$ cat config.mk
export PLATFORM = sky130hd
export DESIGN_NAME = oled_spi_sequencer
export DESIGN_NICKNAME = d
export VERILOG_FILES = /design/src/rtl/oled_spi_sequencer.sv
export SDC_FILE = /design/constraint.sdc
export NUM_CORES = 1
export LEC_CHECK = 0
export ABC_AREA = 1
export BUFFER_PORTS_ARGS = -buffer_cell sky130_fd_sc_hd__buf_2
export CAP_MARGIN = 20
export CORE_ASPECT_RATIO = 1.4
export CORE_UTILIZATION = 45
export CTS_BUF_LIST = sky130_fd_sc_hd__clkbuf_4
export CTS_CLUSTER_DIAMETER = 200
export DETAILED_ROUTE_END_ITERATION = 10
export PLACE_DENSITY = 0.66
export SYNTH_ARGS = -nofsm -noshare
export SYNTH_HDL_FRONTEND = slang
export SYNTH_SLANG_ARGS = --single-unit
$ cat constraint.sdc
create_clock -name clk_in -period 2.6 [get_ports clk_in]
set_input_delay 0.52 -clock clk_in [delete_from_list [all_inputs] [get_ports clk_in]]
set_output_delay 0.52 -clock clk_in [all_outputs]
set_load 0.02 [all_outputs]
$ cat src/rtl/oled_spi_sequencer.sv
`default_nettype none
// ============================================================================
// Module      : oled_spi_sequencer
// Description : Drives an SSD1306 128x64 OLED through a byte-wide SPI master.
//               It resets the panel, sends the init list, then streams frames
//               forever. Each frame is an address-window header followed by
//               pixel bytes.
// Revision    : 1.0 - initial release
// ============================================================================
module oled_spi_sequencer #(
    parameter int RESET_CYCLES      = 16,
    parameter int RESET_WAIT_CYCLES = 16,
    parameter int FRAME_BYTES       = 1024
) (
    input  logic       clk_in,
    input  logic       reset_n_in,
    input  logic       spi_ready,
    output logic       spi_transmitt,
    output logic       spi_deactivate_cs_after,
    output logic [7:0] spi_data,
    input  logic [7:0] pix_data,
    input  logic       pix_valid,
    output logic       pix_ready,
    output logic       oled_rst_n,
    output logic       oled_dc,
    output logic       init_done,
    output logic       frame_done
);

    localparam int c_INIT_LEN = 25;
    localparam int c_HDR_LEN  = 6;
    localparam int c_IDX_MAX  = (FRAME_BYTES > c_INIT_LEN) ? FRAME_BYTES : c_INIT_LEN;
    localparam int c_IDX_W    = $clog2(c_IDX_MAX);
    localparam int c_CNT_MAX  = (RESET_CYCLES > RESET_WAIT_CYCLES) ? RESET_CYCLES : RESET_WAIT_CYCLES;
    localparam int c_CNT_W    = $clog2(c_CNT_MAX + 1);

    typedef enum logic [2:0] {
        ST_RST_LOW  = 3'd0,
        ST_RST_WAIT = 3'd1,
        ST_LOAD     = 3'd2,
        ST_ISSUE    = 3'd3,
        ST_GUARD    = 3'd4,
        ST_WAIT     = 3'd5
    } state_t;

    typedef enum logic [1:0] {
        PH_INIT = 2'd0,
        PH_HDR  = 2'd1,
        PH_PIX  = 2'd2
    } phase_t;

    state_t               r_state;
    phase_t               r_phase;
    logic [c_IDX_W-1:0]   r_idx;
    logic [c_CNT_W-1:0]   r_cnt;
    logic [7:0]           r_spi_data;
    logic                 r_dc;
    logic                 r_last;
    logic                 r_oled_rst_n;
    logic                 r_init_done;
    logic                 r_frame_done;

    function automatic logic [7:0] init_rom(input logic [4:0] idx);
        logic [7:0] b;
        case (idx)
            5'd0:  b = 8'hAE;  5'd1:  b = 8'hD5;  5'd2:  b = 8'h80;
            5'd3:  b = 8'hA8;  5'd4:  b = 8'h3F;  5'd5:  b = 8'hD3;
            5'd6:  b = 8'h00;  5'd7:  b = 8'h40;  5'd8:  b = 8'h8D;
            5'd9:  b = 8'h14;  5'd10: b = 8'h20;  5'd11: b = 8'h00;
            5'd12: b = 8'hA1;  5'd13: b = 8'hC8;  5'd14: b = 8'hDA;
            5'd15: b = 8'h12;  5'd16: b = 8'h81;  5'd17: b = 8'hCF;
            5'd18: b = 8'hD9;  5'd19: b = 8'hF1;  5'd20: b = 8'hDB;
            5'd21: b = 8'h40;  5'd22: b = 8'hA4;  5'd23: b = 8'hA6;
            5'd24: b = 8'hAF;
            default: b = 8'h00;
        endcase
        return b;
    endfunction

    // Column window 0..127, page window 0..7: the full panel every frame.
    function automatic logic [7:0] hdr_rom(input logic [2:0] idx);
        logic [7:0] b;
        case (idx)
            3'd0: b = 8'h21;  3'd1: b = 8'h00;  3'd2: b = 8'h7F;
            3'd3: b = 8'h22;  3'd4: b = 8'h00;  3'd5: b = 8'h07;
            default: b = 8'h00;
        endcase
        return b;
    endfunction

    logic w_init_last;
    logic w_hdr_last;
    logic w_pix_last;

    assign w_init_last = (r_idx == c_IDX_W'(c_INIT_LEN - 1));
    assign w_hdr_last  = (r_idx == c_IDX_W'(c_HDR_LEN - 1));
    assign w_pix_last  = (r_idx == c_IDX_W'(FRAME_BYTES - 1));

    always_ff @(posedge clk_in or negedge reset_n_in) begin
        if (!reset_n_in) begin
            r_state      <= ST_RST_LOW;
            r_phase      <= PH_INIT;
            r_idx        <= '0;
            r_cnt        <= '0;
            r_spi_data   <= 8'h00;
            r_dc         <= 1'b0;
            r_last       <= 1'b0;
            r_oled_rst_n <= 1'b0;
            r_init_done  <= 1'b0;
            r_frame_done <= 1'b0;
        end else begin
            r_frame_done <= 1'b0;
            case (r_state)
                ST_RST_LOW: begin
                    if (r_cnt == c_CNT_W'(RESET_CYCLES - 1)) begin
                        r_cnt        <= '0;
                        r_oled_rst_n <= 1'b1;
                        r_state      <= ST_RST_WAIT;
                    end else begin
                        r_cnt <= r_cnt + 1'b1;
                    end
                end
                ST_RST_WAIT: begin
                    if (r_cnt == c_CNT_W'(RESET_WAIT_CYCLES - 1)) begin
                        r_cnt   <= '0;
                        r_phase <= PH_INIT;
                        r_idx   <= '0;
                        r_state <= ST_LOAD;
                    end else begin
                        r_cnt <= r_cnt + 1'b1;
                    end
                end
                ST_LOAD: begin
                    case (r_phase)
                        PH_INIT: begin
                            r_spi_data <= init_rom(r_idx[4:0]);
                            r_dc       <= 1'b0;
                            r_last     <= w_init_last;
                            r_state    <= ST_ISSUE;
                        end
                        PH_HDR: begin
                            r_spi_data <= hdr_rom(r_idx[2:0]);
                            r_dc       <= 1'b0;
                            r_last     <= w_hdr_last;
                            r_state    <= ST_ISSUE;
                        end
                        PH_PIX: begin
                            // A stalled stream parks here; CS stays asserted mid-frame.
                            if (pix_valid) begin
                                r_spi_data <= pix_data;
                                r_dc       <= 1'b1;
                                r_last     <= w_pix_last;
                                r_state    <= ST_ISSUE;
                            end
                        end
                        default: r_phase <= PH_INIT;
                    endcase
                end
                ST_ISSUE: begin
                    if (spi_ready) begin
                        r_state <= ST_GUARD;
                    end
                end
                ST_GUARD: begin
                    // The master still shows ready this cycle; don't mistake it for completion.
                    r_state <= ST_WAIT;
                end
                ST_WAIT: begin
                    if (spi_ready) begin
                        r_state <= ST_LOAD;
                        case (r_phase)
                            PH_INIT: begin
                                if (w_init_last) begin
                                    r_init_done <= 1'b1;
                                    r_phase     <= PH_HDR;
                                    r_idx       <= '0;
                                end else begin
                                    r_idx <= r_idx + 1'b1;
                                end
                            end
                            PH_HDR: begin
                                if (w_hdr_last) begin
                                    r_phase <= PH_PIX;
                                    r_idx   <= '0;
                                end else begin
                                    r_idx <= r_idx + 1'b1;
                                end
                            end
                            PH_PIX: begin
                                if (w_pix_last) begin
                                    r_frame_done <= 1'b1;
                                    r_phase      <= PH_HDR;
                                    r_idx        <= '0;
                                end else begin
                                    r_idx <= r_idx + 1'b1;
                                end
                            end
                            default: r_phase <= PH_INIT;
                        endcase
                    end
                end
                default: r_state <= ST_RST_LOW;
            endcase
        end
    end

    assign spi_transmitt           = (r_state == ST_ISSUE) && spi_ready;
    assign pix_ready               = (r_state == ST_LOAD) && (r_phase == PH_PIX);
    assign spi_data                = r_spi_data;
    assign oled_dc                 = r_dc;
    assign spi_deactivate_cs_after = r_last;
    assign oled_rst_n              = r_oled_rst_n;
    assign init_done               = r_init_done;
    assign frame_done              = r_frame_done;

endmodule
`default_nettype wire

---- Word-level counts from Yosys, hierarchy flattened ----
Memories as Yosys holds them, arrays and structs flattened.
Index checks and enable logic that the tools add are counted.
cells by class
  add/sub/neg operators ................... 2
  equality and inequality tests ........... 26
  multiplexer cells ....................... 34
  reductions and logical operators ........ 19
operator list
  cell                                                                     number
  10-bit two-way mux                                                       5
  10-bit one-hot mux with 3 select lines                                   1
  7-bit one-hot mux with 4 select lines                                    1
  8-bit one-hot mux with 3 select lines                                    1
  10-bit one-hot mux with 2 select lines                                   1
  3-bit one-hot mux with 6 select lines                                    1
  3-bit two-way mux                                                        5
  3-bit by 2-bit equality test with 1-bit output (second input constant)   4
  2-bit two-way mux                                                        6
  2-bit inequality test (second input constant)                            6
  3-bit inequality test (second input constant)                            4
  2-bit one-hot mux with 3 select lines                                    2
  10-bit by 1-bit adder with 10-bit output (second input constant)         1
  10-bit equality test (second input constant)                             1
  10-bit by 3-bit equality test with 1-bit output (second input constant)  1
  10-bit by 5-bit equality test with 1-bit output (second input constant)  1
  3-bit equality test (second input constant)                              3
  8-bit two-way mux                                                        1
  4-bit AND reduction                                                      2
  7-bit AND reduction                                                      1
  3-bit zero test                                                          2
  1-bit two-way mux                                                        6
  3-bit one-hot mux with 2 select lines                                    1
  3-bit AND reduction                                                      2
  18 further kinds                                                         22
word-level totals
  flip-flop bits (word level) ............. 33
  ROM bits ................................ 256
  output and inout port bits .............. 15
  word-level logic and storage cells ...... 92
  memories ................................ 1
memory list
  name              depth  bits a word  read ports  clocked after Yosys merged registers in  write ports  RTL line  source
  (name not given)  32     8            1           0                                        0            65        case (idx)

---- Depth between registers and ports, before layout ----
  word-level depth ........................ 5
  mapped depth ............................ 10
  mapped depth without buffers ............ 10

---- Worst setup path before layout ----
No wires, ideal clock.
  kind .................................... reg2out
  start point ............................. register r_phase[0]
  end point ............................... output pix_ready
  arrival time ............................ 1.370 ns
  data required time ...................... 2.080 ns
  slack ................................... 0.710 ns
  stages on the path, launching flop included .. 6
  path buffers ............................ 1
  cell sequence ........................... dfrtp_1 > inv_1 > ha_1 > clkbuf_1 > inv_1 > nor2_1
on the way
  longest elaborated chain between the ends .. 2
RTL lines
  item                    RTL line  source
  start, declared         53        phase_t r_phase;
  start signal, assigned  102       r_phase <= PH_INIT;
  start signal, assigned  126       r_phase <= PH_INIT;
  start signal, assigned  156       default: r_phase <= PH_INIT;
  2-bit equality test     208       assign pix_ready = (r_state == ST_LOAD) && (r_phase == PH_PIX);
  1-bit logical AND       208
  end, declared           23        output logic pix_ready,
Every way passes these cells.

---- Final worst setup path ----
Ends and elaborated chain as after synthesis.

==> impl_summary.txt <==
----------------------------------------------------
[Run status]
  Status ... finished, final reports clean

[Critical path]
  Ordered cell list for the critical path ... inv_1 -> ha_1 -> inv_1 -> nor2_1 -> buf_2
  Worst path slowest cell ... ha_1
  Launch point of the critical path ... r_phase[0]$_DFFE_PN0P_
  Critical path's top delay family ... adder cells
  Largest fanout on the critical path ... 15
  Critical Path AT ... 1810 ps
  CP Buf/Inv Count ... 3
  Reg-to-reg critical path startpoint ... r_phase[0]$_DFFE_PN0P_
  Worst Setup End Kind ... primary output
  Most used cell, CP ... inv_1
  Maximum cell stage delay along the critical path ... about 500 ps
  Data required, critical path ... 2080 ps
  Startpoint-to-endpoint class of the critical path ... reg -> out
  Worst Setup Start Kind ... register

[Drt]
  Residual antenna-violating net count after detailed routing ... 0
  Drt first pass iters ... 5
  Routed wire length per instance ... about 13 um
  Total number of vias ... between 2,000 and 2,500
  Average vias per placed instance ... 5.13
  Iteration-0 DRC Markers ... 182
  Count of unresolved DRC violations after routing ... 0
  Total wirelength of the detailed-routed design ... ~6 mm

[GRT]
  First-pass GRT wire length ... 10.2 mm
  Antenna violations before repair ... 0
  Number of global-route vias before repair ... 2,185
  Global-route congestion overflow total ... 0
  Pin count of the biggest net entering global routing ... 34
  GRT Resource Usage Total ... 21.9%

[Finish]
  Post-Route Utilization ... roughly 52%
  Net count of the finished layout ... 416
  Diodes inserted ... 0
  Fraction of final layout cells with drive strength greater than 1 ... 15.3%
  Synthesis-to-finish area growth ... 9.66%
  Fill count ... 546

[Placed design]
  Detailed Place HPWL ... approximately 4.6 mm
  Number of port buffers ... 26
  Placer congestion estimate ... 0.883

[Synthesis]
  Syn Nets ... roughly 400
  Share of Yosys cell area claimed by the top area cell type ... between 30 and 40%
  Post-synth top cells ... nand2_1 (111), inv_1 (41), dfrtp_1 (33), nor2_1 (33), nand3_1 (32)
  Flip-flop and latch count after synthesis ... 33
  Number of instances in the synthesized netlist ... around 370
  Dominant combinational cell family by area after synthesis ... simple AND/OR/NAND/NOR gates
  Area of the mapped netlist ... 2510 um2
  Post-synthesis compound-gate area fraction ... 12.0%
  Sequential fraction of the synthesis area ... 32.9%
  Top post-synthesis cells by area ... dfrtp_1 (33%), nand2_1 (17%), nand3_1 (6.4%), inv_1 (6.1%), ha_1 (6.0%)
  Async SR Flop Fraction ... 100%
  Synthesized-area fraction occupied by adder cells ... 5.97%
  Post-synthesis share of cell area spent on and, or, nand and nor gates ... ~39%
  Synth warn ... 0
  Cell with the most instances after synthesis ... nand2_1
  Count of flip-flops with a built-in enable after synthesis ... 0
  Mux cell area share after synthesis ... 0%
  Post-Synth XOR/XNOR Area ... under 10%
  Most common flop cell mapped by yosys ... dfrtp_1
  Cell taking the most area after synthesis ... dfrtp_1
  Count of cell types in the netlist ... 33
  Average cell area after synthesis ... 6.85 um2

[STA]
  Final worst-path cycle share ... 89.6%
  Slew margin rel. ... around half
  Number of endpoints with negative hold slack in the final report ... 0
  Final setup violating endpoints ... 0
  Number of max-slew violations in the final report ... 0
  Skew final ... 9.48 ps
  RSZ-0062 raised after global routing ... no
  FMAX ... 0.429 GHz
  Final Critical Period ... around 2300 ps
  Sum of negative setup slack ... 0 ps
  Slew of the pin with the lowest slew margin ... 756 ps

[Floorplanning]
  Initial cell density of the core ... about 48%
  Die Span Y ... about 90 um
  Top-level I/O count ... 27
  Placement row count ... 31
  Die Footprint ... between 5000 and 6000 um2
  Die extent in x ... 65.2 um
  Core area ... 5280 um2

[Clocking]
  Clock-pin slew reported for the worst setup and hold paths after clock tree synthesis ... 110 ps
  Clock tree from TritonCTS ... yes
  Clock sink count ... 33
  Number of levels the H-tree was split into ... 2
  Buffers inserted by post-CTS timing repair ... 0
  Clock latency reported for the late side of the worst-skew pair ... 340 ps
  Master cell of the clock root buffer ... clkbuf_4
  Number of buffers created by CTS ... 5
  CTS Buffer Depth ... 2
  Quantity of hold-fixing buffers added after cts ... 0
  CTS resizes ... 0

[Power and ir drop]
  Overall Power ... 2.15 mW
  Maximum resistive drop on vdd ... roughly 0.31 mV
  Pwr/cell area ... 780 nW/um2
  Static Leak ... 1.43 nW

[Worst hold path]
  Worst Hold Class ... in -> async

[Flow run]
  Number of max-capacitance violations reported ... 0

----------------------------------------------------
## through the flow
stage	setup slack (ps)	hold WS, ps	cell area (um2)	instances
after floorplan	710	224	2510	367
after global placement	705	455	2680	451
after detailed placement	662	465	2680	451
after CTS	283	262	2760	459
after global routing	142	298	2760	459
final	270	230	2760	459
## layout by cell type (no fill, tap or decap), types with 4 or more instances in the layout
| cell | Yosys | final |
|---|---|---|
| ha_1 | 12 | 12 |
| nor2_4 | 4 | 4 |
| nand2_1 | 111 | 111 |
| o21ai_0 | 17 | 17 |
| nand4_1 | 8 | 8 |
| nand3_1 | 32 | 32 |
| dfrtp_1 | 33 | 33 |
| o21ai_1 | 10 | 10 |
| inv_1 | 41 | 41 |
| nor2_1 | 33 | 33 |
| nand2_2 | 6 | 6 |
| o211ai_1 | 5 | 5 |
| clkbuf_4 | 0 | 6 |
| inv_2 | 8 | 8 |
| a21oi_1 | 17 | 17 |
| buf_2 | 3 | 26 |
## report_power, final
group	total, mW	switching, mW	internal [mW]	leakage (nW)
registers	0.756	0.111	0.645	0.430
logic	0.997	0.666	0.331	0.954
clock network	0.396	0.185	0.211	0.0433
total	2.15	0.961	1.19	1.43
## cells by family after synthesis
group | count (synthesis)
AOI/OAI and AO/OA | 55
xor gates and xnor gates | 3
adders and majority gates | 12
buffers and inverters | 58
DFF | 33
and+or+nand+nor | 206
## path summary, 6_finish.rpt
kind | end | slack (ps) | depth (start not counted)
hold reg to reg | spi_data[3]$_DFFE_PN0P_ | 490 | 2
setup / recovery | pix_ready | 270 | 5
setup reg to reg | r_idx[0]$_DFFE_PN0P_ | 670 | 10
min in group clk_in | spi_data[4]$_DFFE_PN0P_ | 460 | 3
max in group asynchronous | init_done$_DFFE_PN0P_ | 1880 | 1
hold / removal | spi_data[6]$_DFFE_PN0P_ | 230 | 1
## final cells by class
cell class	count	area (um2)	area share [%]
multi-input combinational	276	1450	52.6
sequential	33	826	30.0
inverter	50	190	6.90
timing repair buffer	26	130	4.72
tap	66	82.6	3.00
clock buffer	6	45.0	1.63
clock inverter	2	33.8	1.23
## flip-flops by register name, indices dropped and copies added, names as in the netlist
register	cells
r_cnt	5
frame_done	1
oled_dc	1
oled_rst_n	1
spi_deactivate_cs_after	1
r_state	3
init_done	1
r_phase	2
r_idx	10
spi_data	8
## per-layer routing
layer | wire (um) | GRT usage [%] | share of wire [%] | vias up
met2 | 2880 | 36.0 | 48 | 42
met5 | 0 | 0 | 0 | -
li1 | - | - | - | 1232
met3 | 170 | 3.54 | 2.8 | 9
met4 | 92 | 5.98 | 1.5 | 0
met1 | 2830 | 29.0 | 47 | 1073
(Power assumes the default switching activity.)
